## src/rtl/sap_controller.sv

```systemverilog
// SAP-1 control sequencer: one-hot T1..T6 ring with a HALT state, decoding the
// opcode nibble into the control word for the PC/MAR/RAM/IR/A/B/ALU/OUT blocks.
module sap_controller #(
  parameter logic [3:0] OP_LDA      = 4'b0000,
  parameter logic [3:0] OP_ADD      = 4'b0001,
  parameter logic [3:0] OP_SUB      = 4'b0010,
  parameter logic [3:0] OP_OUT      = 4'b1110,
  parameter logic [3:0] OP_HLT      = 4'b1111,
  parameter bit         SHORT_CYCLE = 1'b0
) (
  input  logic       clock,
  input  logic       reset,
  input  logic [3:0] instruction,
  output logic       cp,
  output logic       ep,
  output logic       lm_n,
  output logic       ce_n,
  output logic       li_n,
  output logic       ei_n,
  output logic       la_n,
  output logic       ea,
  output logic       su,
  output logic       eu,
  output logic       lb_n,
  output logic       lo_n,
  output logic [5:0] t_state,
  output logic       halted
);

  // The state code is the visible one-hot T-state; HALT is the all-zero code.
  typedef enum logic [5:0] {
    ST_HALT = 6'b000000,
    ST_T1   = 6'b000001,
    ST_T2   = 6'b000010,
    ST_T3   = 6'b000100,
    ST_T4   = 6'b001000,
    ST_T5   = 6'b010000,
    ST_T6   = 6'b100000
  } state_t;

  typedef struct packed {
    logic cp;
    logic ep;
    logic lm_n;
    logic ce_n;
    logic li_n;
    logic ei_n;
    logic la_n;
    logic ea;
    logic su;
    logic eu;
    logic lb_n;
    logic lo_n;
  } ctrl_t;

  localparam ctrl_t CTRL_IDLE = '{cp: 1'b0, ep: 1'b0, lm_n: 1'b1, ce_n: 1'b1,
                                  li_n: 1'b1, ei_n: 1'b1, la_n: 1'b1, ea: 1'b0,
                                  su: 1'b0, eu: 1'b0, lb_n: 1'b1, lo_n: 1'b1};

  state_t state;
  logic   halted_q;
  ctrl_t  ctrl;

  logic is_lda;
  logic is_add;
  logic is_sub;
  logic is_out;
  logic is_hlt;
  logic is_undef;
  logic end_at_t4;
  logic end_at_t5;

  assign is_lda   = (instruction == OP_LDA);
  assign is_add   = (instruction == OP_ADD);
  assign is_sub   = (instruction == OP_SUB);
  assign is_out   = (instruction == OP_OUT);
  assign is_hlt   = (instruction == OP_HLT);
  assign is_undef = !(is_lda || is_add || is_sub || is_out || is_hlt);

  // Short machine cycles end as soon as every remaining T-state would be a NOP.
  always_comb begin
    end_at_t4 = 1'b0;
    end_at_t5 = 1'b0;
    if (SHORT_CYCLE) begin
      end_at_t4 = is_out || is_undef;
      end_at_t5 = !(is_add || is_sub);
    end
  end

  always_ff @(posedge clock or negedge reset) begin
    if (!reset) begin
      state    <= ST_T1;
      halted_q <= 1'b0;
    end else begin
      case (state)
        ST_T1: state <= ST_T2;
        ST_T2: state <= ST_T3;
        ST_T3: state <= ST_T4;
        ST_T4: begin
          if (is_hlt) begin
            state    <= ST_HALT;
            halted_q <= 1'b1;
          end else if (end_at_t4) begin
            state <= ST_T1;
          end else begin
            state <= ST_T5;
          end
        end
        ST_T5:   state <= end_at_t5 ? ST_T1 : ST_T6;
        ST_T6:   state <= ST_T1;
        ST_HALT: state <= ST_HALT;
        default: state <= ST_T1;
      endcase
    end
  end

  // Decode is gated by reset so nothing drives the bus while reset is held.
  always_comb begin
    ctrl = CTRL_IDLE;
    if (reset) begin
      case (state)
        ST_T1: begin
          ctrl.ep   = 1'b1;
          ctrl.lm_n = 1'b0;
        end
        ST_T2: ctrl.cp = 1'b1;
        ST_T3: begin
          ctrl.ce_n = 1'b0;
          ctrl.li_n = 1'b0;
        end
        ST_T4: begin
          if (is_lda || is_add || is_sub) begin
            ctrl.ei_n = 1'b0;
            ctrl.lm_n = 1'b0;
          end else if (is_out) begin
            ctrl.ea   = 1'b1;
            ctrl.lo_n = 1'b0;
          end
        end
        ST_T5: begin
          if (is_lda) begin
            ctrl.ce_n = 1'b0;
            ctrl.la_n = 1'b0;
          end else if (is_add || is_sub) begin
            ctrl.ce_n = 1'b0;
            ctrl.lb_n = 1'b0;
          end
        end
        ST_T6: begin
          if (is_add || is_sub) begin
            ctrl.eu   = 1'b1;
            ctrl.su   = is_sub;
            ctrl.la_n = 1'b0;
          end
        end
        default: ctrl = CTRL_IDLE;
      endcase
    end
  end

  assign cp      = ctrl.cp;
  assign ep      = ctrl.ep;
  assign lm_n    = ctrl.lm_n;
  assign ce_n    = ctrl.ce_n;
  assign li_n    = ctrl.li_n;
  assign ei_n    = ctrl.ei_n;
  assign la_n    = ctrl.la_n;
  assign ea      = ctrl.ea;
  assign su      = ctrl.su;
  assign eu      = ctrl.eu;
  assign lb_n    = ctrl.lb_n;
  assign lo_n    = ctrl.lo_n;
  assign t_state = state;
  assign halted  = halted_q;

endmodule

```

## config.mk

```make
export PLATFORM = sky130hd
export DESIGN_NAME = sap_controller
export DESIGN_NICKNAME = d
export VERILOG_FILES = /design/src/rtl/sap_controller.sv
export SDC_FILE = /design/constraint.sdc
export NUM_CORES = 1
export LEC_CHECK = 0
export BUFFER_PORTS_ARGS = -buffer_cell sky130_fd_sc_hd__buf_4
export CAP_MARGIN = 10
export CORE_AREA = 10 10 47 49
export CTS_CLUSTER_SIZE = 12
export DETAILED_ROUTE_END_ITERATION = 6
export DIE_AREA = 0 0 57 59
export SYNTH_ARGS = -nofsm -noshare
export SYNTH_HDL_FRONTEND = slang
export SYNTH_SLANG_ARGS = --single-unit
```

## constraint.sdc

```tcl
create_clock -name clock -period 1.7 [get_ports clock]
set_clock_uncertainty 0.2 [all_clocks]
set_input_delay 0.085 -clock clock [delete_from_list [all_inputs] [get_ports clock]]
set_output_delay 0.085 -clock clock [all_outputs]
set_load 0.005 [all_outputs]
```

# ---- Yosys cells after proc, flatten, opt, wreduce, memory -nomap -nowiden
# Index checks and enable logic that the tools add are counted.
dict set report op_classes {
  bitwise 0
  div_mod_pow 0
  muxes 24
  n_eq_ne 10
  magnitude_cmp 0
  n_mul 0
  shift 0
  addsub 0
  reduce_logical 6
}
# op n
set op_table {}
lappend op_table {{6-bit case mux with 6 select lines} 1}
lappend op_table {{1-bit two-way mux} 16}
lappend op_table {{12-bit two-way mux} 1}
lappend op_table {{4-bit equality test (second input constant)} 2}
lappend op_table {{6-bit by 1-bit equality test with 1-bit output (second input constant)} 1}
lappend op_table {{6-bit by 2-bit equality test with 1-bit output (second input constant)} 1}
lappend op_table {{6-bit by 3-bit equality test with 1-bit output (second input constant)} 1}
lappend op_table {{6-bit by 4-bit equality test with 1-bit output (second input constant)} 1}
lappend op_table {{6-bit by 5-bit equality test with 1-bit output (second input constant)} 1}
lappend op_table {{6-bit equality test (second input constant)} 1}
lappend op_table {{6-bit zero test} 1}
lappend op_table {{1-bit case mux with 2 select lines} 3}
lappend op_table {{5-bit two-way mux} 1}
lappend op_table {{4-bit by 1-bit equality test with 1-bit output (second input constant)} 1}
lappend op_table {{4-bit by 2-bit equality test with 1-bit output (second input constant)} 1}
lappend op_table {{4-bit zero test} 1}
lappend op_table {{2-bit two-way mux} 2}
lappend op_table {{1-bit logical OR} 3}
lappend op_table {{2-bit AND reduction} 1}
dict set report totals {
  mem_count 0
  ramBits 0
  in_bits 6
  mem_bits_ro 0
  elab_cells 42
  out_inout_bits 19
  regBits 7
  latchBits 0
}

# ---- Depth between registers and ports, before layout
dict set report depth {
  depth_word 6
  ltp_mapped 3
  ltp_nobuf 3
}

# ---- Worst setup path before layout
# Ideal clock, no wire load.
dict set report synth_timing {
  kind {register to output}
  startpoint {register state[5], in the netlist t_state[5]}
  endpoint {output lo_n}
  t_required_ps 1415
  arrival_time_ps 1293
  path_slack_ps 122
  n_path_buf 0
  path_stages_with_launch 4
  path_cell_list {dfrtp_1 > nor4_2 > nand3b_2 > or3_1}
}
dict set report synth_via {
  elab_chain_cells 3
}
# item line_no
set synth_rtl {}
lappend synth_rtl {{from (decl)} 60} ;# state_t state;
lappend synth_rtl {{from (signal assigned)} 109} ;# ST_T5: state <= end_at_t5 ? ST_T1 : ST_T6;
lappend synth_rtl {{6-bit by 4-bit equality test with 1-bit output} 121} ;# case (state)
lappend synth_rtl {{1-bit two-way mux} 121}
lappend synth_rtl {{12-bit two-way mux} 120} ;# if (reset) begin
lappend synth_rtl {{to (decl)} 25} ;# output logic lo_n,
# Every way passes these cells.

# ---- Worst setup path after layout
# Ends and elaborated chain as after synthesis.

==> run_summary.xml <==
<?xml version="1.0" encoding="UTF-8"?>
<metrics>
  <group name="finish">
    <metric name="antenna-diode-count" unit="">0</metric>
    <metric name="final_nets" unit="">98</metric>
    <metric name="multiInputGateArea" unit="um2">364</metric>
    <metric name="final_design_area_no_fill" unit="um2">967</metric>
    <metric name="layout_cells_sized_above_1" unit="">0.692</metric>
    <metric name="final-seq-area" unit="um2">183</metric>
    <metric name="count_of_filler_cells_inserted_in_the_layout" unit="">106</metric>
    <metric name="area_growth" unit="%">117</metric>
  </group>
  <group name="critical_path">
    <metric name="worstPathRequired" unit="ps">1410</metric>
    <metric name="arrival" unit="ps">1650</metric>
    <metric name="ff2ff_setup_slack" unit="ps">60</metric>
    <metric name="worst-path-max-fanout" unit="">4</metric>
    <metric name="worst_path_largest_cell_delay" unit="ps">450</metric>
    <metric name="worst_r2r_startpoint" unit="">t_state[5]</metric>
    <metric name="worst_reg2reg_path_length_in_cells" unit="">5</metric>
    <metric name="start_kind" unit="">register</metric>
    <metric name="cpMaxStageDelayCell" unit="">sky130_fd_sc_hd__dfrtp_2</metric>
    <metric name="critical_path.top_delay_family" unit="">simple AND/OR/NAND/NOR gates</metric>
    <metric name="worst_setup_path_end_kind" unit="">output port</metric>
    <metric name="timing.critical_path.buf_inv" unit="">1</metric>
    <metric name="setup.worst_path.class" unit="">reg2out</metric>
    <metric name="timing.rr.end" unit="">halted</metric>
    <metric name="cp_cell_sequence" unit="">nor4_4 &gt; nand3b_4 &gt; or3_1 &gt; buf_4</metric>
  </group>
  <group name="grt">
    <metric name="grt.busiest_layer" unit="">met2</metric>
    <metric name="global_route.overflow_total" unit="">0</metric>
    <metric name="grt_first_pass_wirelength" unit="um">2750</metric>
    <metric name="first_global_vias" unit="">609</metric>
    <metric name="gr-usage-met3" unit="">0.0365</metric>
    <metric name="grt.met2_usage" unit="">0.167</metric>
    <metric name="global_route.usage.met1" unit="">0.107</metric>
    <metric name="grt_start_max_net_pins" unit="">8</metric>
    <metric name="gr-usage-all-layers" unit="">0.101</metric>
    <metric name="number_of_antenna_violations_at_the_first_check_in_global_routing" unit="">0</metric>
  </group>
  <group name="timing">
    <metric name="relSlewSlack" unit="">0.698</metric>
    <metric name="final_number_of_setup_violating_endpoints" unit="">11</metric>
    <metric name="final_critical_path_setup_slack" unit="ps">-233</metric>
    <metric name="period_share" unit="">1.14</metric>
    <metric name="timing.final.max_slew_violations" unit="">0</metric>
    <metric name="sum_of_negative_setup_slack" unit="ps">-1540</metric>
    <metric name="max_freq" unit="MHz">517</metric>
    <metric name="worst-slew-pin-transition" unit="ps">441</metric>
    <metric name="timing.final.hold_violations" unit="">0</metric>
    <metric name="timing.final.crit_period" unit="ps">1930</metric>
    <metric name="setup_repair_after_global_routing_missed_its_margin" unit="">yes</metric>
  </group>
  <group name="clock_tree">
    <metric name="clockRootBuffer" unit="">sky130_fd_sc_hd__clkbuf_4</metric>
    <metric name="clk_transition_reported_paths" unit="ps">60</metric>
    <metric name="cts_sinks" unit="">7</metric>
    <metric name="insertion_delay_of_the_later_clocked_pin_in_the_worst_skew_pair" unit="ps">250</metric>
    <metric name="numCtsBuffers" unit="">3</metric>
    <metric name="cts_max_path_buffers" unit="">2</metric>
    <metric name="clock_tree_from_tritoncts" unit="">done</metric>
    <metric name="level_count_of_the_clock_h_tree" unit="">1</metric>
  </group>
  <group name="yosys">
    <metric name="synth_fp_nets" unit="">49</metric>
    <metric name="synthDominantCellAreaShare" unit="">0.337</metric>
    <metric name="post-synth-top-count-cell" unit="">sky130_fd_sc_hd__dfrtp_1</metric>
    <metric name="ys_seq_elements" unit="">7</metric>
    <metric name="synthCells" unit="">43</metric>
    <metric name="synth_top_area_cell" unit="">sky130_fd_sc_hd__dfrtp_1</metric>
    <metric name="synth_edf_count" unit="">0</metric>
    <metric name="postSynthAreaPerCell" unit="um2">10.4</metric>
    <metric name="ys_warn_count" unit="">0</metric>
    <metric name="ys_top_cells_by_area" unit="">sky130_fd_sc_hd__dfrtp_1 (34%), sky130_fd_sc_hd__dfstp_2 (5.9%), sky130_fd_sc_hd__nand3b_1 (5.1%)</metric>
    <metric name="dominantRegCellSynth" unit="">sky130_fd_sc_hd__dfrtp_1</metric>
    <metric name="mappedNetlistArea" unit="um2">445</metric>
    <metric name="synth_sequential_area_ratio" unit="">0.396</metric>
    <metric name="post_synth_most_frequent_cells" unit="">sky130_fd_sc_hd__dfrtp_1 (6), sky130_fd_sc_hd__nand2_1 (4), sky130_fd_sc_hd__nand3b_1 (3), sky130_fd_sc_hd__nor3b_1 (3), sky130_fd_sc_hd__nor4_1 (3)</metric>
    <metric name="post_synth_num_cell_types" unit="">26</metric>
    <metric name="synthArstFlopShare" unit="">1.00</metric>
  </group>
  <group name="floorplanning">
    <metric name="die-area" unit="um2">3360</metric>
    <metric name="core" unit="um2">1400</metric>
    <metric name="floorplan.rows" unit="">14</metric>
    <metric name="start_util" unit="">0.318</metric>
    <metric name="floorplan.die.height" unit="um">59</metric>
    <metric name="die-width" unit="um">57</metric>
    <metric name="design.portCount" unit="">25</metric>
  </group>
  <group name="place">
    <metric name="dpl_cell_area" unit="um2">721</metric>
    <metric name="portBuffers" unit="">24</metric>
    <metric name="gp_routability_congestion" unit="">0.816</metric>
    <metric name="dp_hpwl" unit="um">1300</metric>
  </group>
  <group name="detailed_routing">
    <metric name="num_vias" unit="">571</metric>
    <metric name="dr.pass1.iters" unit="">4</metric>
    <metric name="drt_drc_violations_left" unit="">0</metric>
    <metric name="post_drt_via_cell_ratio" unit="">5.34</metric>
    <metric name="post_drt_wl_per_cell" unit="um">17.2</metric>
    <metric name="drt-initial-drc-count" unit="">7</metric>
    <metric name="final_antenna_net_count" unit="">0</metric>
    <metric name="routed_wl" unit="um">1840</metric>
  </group>
  <group name="status">
    <metric name="failed_checks" unit="">negative setup slack</metric>
    <metric name="run_status" unit="">finished with violations</metric>
  </group>
  <group name="power">
    <metric name="power.leakage" unit="nW">0.453</metric>
    <metric name="power_per_cell_area" unit="nW/um2">449</metric>
    <metric name="peakVddDrop" unit="uV">423</metric>
  </group>
  <group name="worst_hold_path">
    <metric name="min_path_cells" unit="">3</metric>
    <metric name="worst_hold_path_type" unit="">in2reg</metric>
    <metric name="hold_path_end" unit="">halted</metric>
    <metric name="min_from" unit="">instruction[1]</metric>
  </group>
  <group name="run">
    <metric name="max_cap_violations" unit="">0</metric>
  </group>
</metrics>
power breakdown:
group	internal (mW)	switching, mW	total [mW]	leakage, nW
Combinational	0.0602	0.0445	0.105	0.359
Sequential	0.171	0.00672	0.178	0.0792
Clock	0.0896	0.0619	0.152	0.0150
sequential cells by signal, summed over array words and instances, names as in the netlist:
name and flops:
t_state 6, halted 1
final cells by class:
type                    instances  area share
flip-flops and latches          7       0.189
inverters                       1     0.00388
clock buffers                   4      0.0272
repair buffers                 44       0.383
multi-input cells              35       0.376
well taps                      16      0.0207
routing by layer:
layer	vias up	share of wire
met1	279	0.41
met5	-	0
li1	270	-
met2	18	0.51
met3	4	0.046
met4	0	0.026
per-stage QoR:
step	setup WS, ps	util	hold WS, ps	power, mW	cells
2_1_floorplan	122	-	-411	0.204	43
6_report	-233	0.690	9.05	0.434	107
3_5_place_dp	18.6	0.514	-178	0.244	93
5_1_grt	-280	0.690	9.29	0.461	107
3_3_place_gp	12.8	0.514	-178	0.244	93
4_1_cts	-194	0.643	2.76	0.414	105
cells by family (layout without fill, tap and decap cells):
group                    count (synthesis)  count (layout)  share of synthesized area
AND/OR/NAND/NOR                         26              26                      0.421
adder cells (fa/ha/maj)                  1               1                     0.0225
AO/OA/AOI/OAI                            7               7                      0.132
flip-flops                               7               7                      0.396
buffers and inverters                    1              49                    0.00842
XOR/XNOR                                 1               1                     0.0197
worst register-to-register path: stages, from the launching register on:
cell                       delay [ps]
sky130_fd_sc_hd__dfrtp_2          450
sky130_fd_sc_hd__nor4_4           360
sky130_fd_sc_hd__nand3b_4         110
sky130_fd_sc_hd__buf_6            140
sky130_fd_sc_hd__buf_4            140
sky130_fd_sc_hd__o31ai_2          160
how the worst max path moves through the flow:
stage | from | slack, ps | end | depth (start not counted)
floorplan | t_state[5] | 120 | lo_n | 3
global placement | t_state[2] | 10 | ce_n | 5
detailed placement | t_state[2] | 20 | su | 5
CTS | t_state[1] | -190 | ei_n | 5
global route | t_state[5] | -280 | ei_n | 5
finish | t_state[5] | -230 | lo_n | 4
repair_timing:
| item | 4_1_cts | 5_1_grt |
|---|---|---|
| setup buffers | 2 | 4 |
| hold buffers | 6 | 0 |
| endpoints found under the setup margin | 12 | 13 |
| resized for setup | 17 | 11 |
| pin swaps | 7 | 12 |
| endpoints found under the hold margin | 9 | 0 |
| gates cloned | 0 | 0 |
cell usage in the layout, fill, tap and decap left out, drive strengths merged:
cell type and instances:
a2111oi 1, a32oi 1, a41oi 1, and2 1, and3b 4, and4b 1, buf 38, clkbuf 4
dfrtp 6, dfstp 1, dlygate4sd3 5, dlymetal6s4s 1, inv 1, maj3 1, nand2 4, nand3b 4
nor3 2, nor3b 3, nor4 4, nor4b 1, o211ai 1, o21ba 1, o21bai 1, o31ai 1
or2 1, or3 1, xnor2 1
Note: power is estimated with default switching activity, not from simulation.
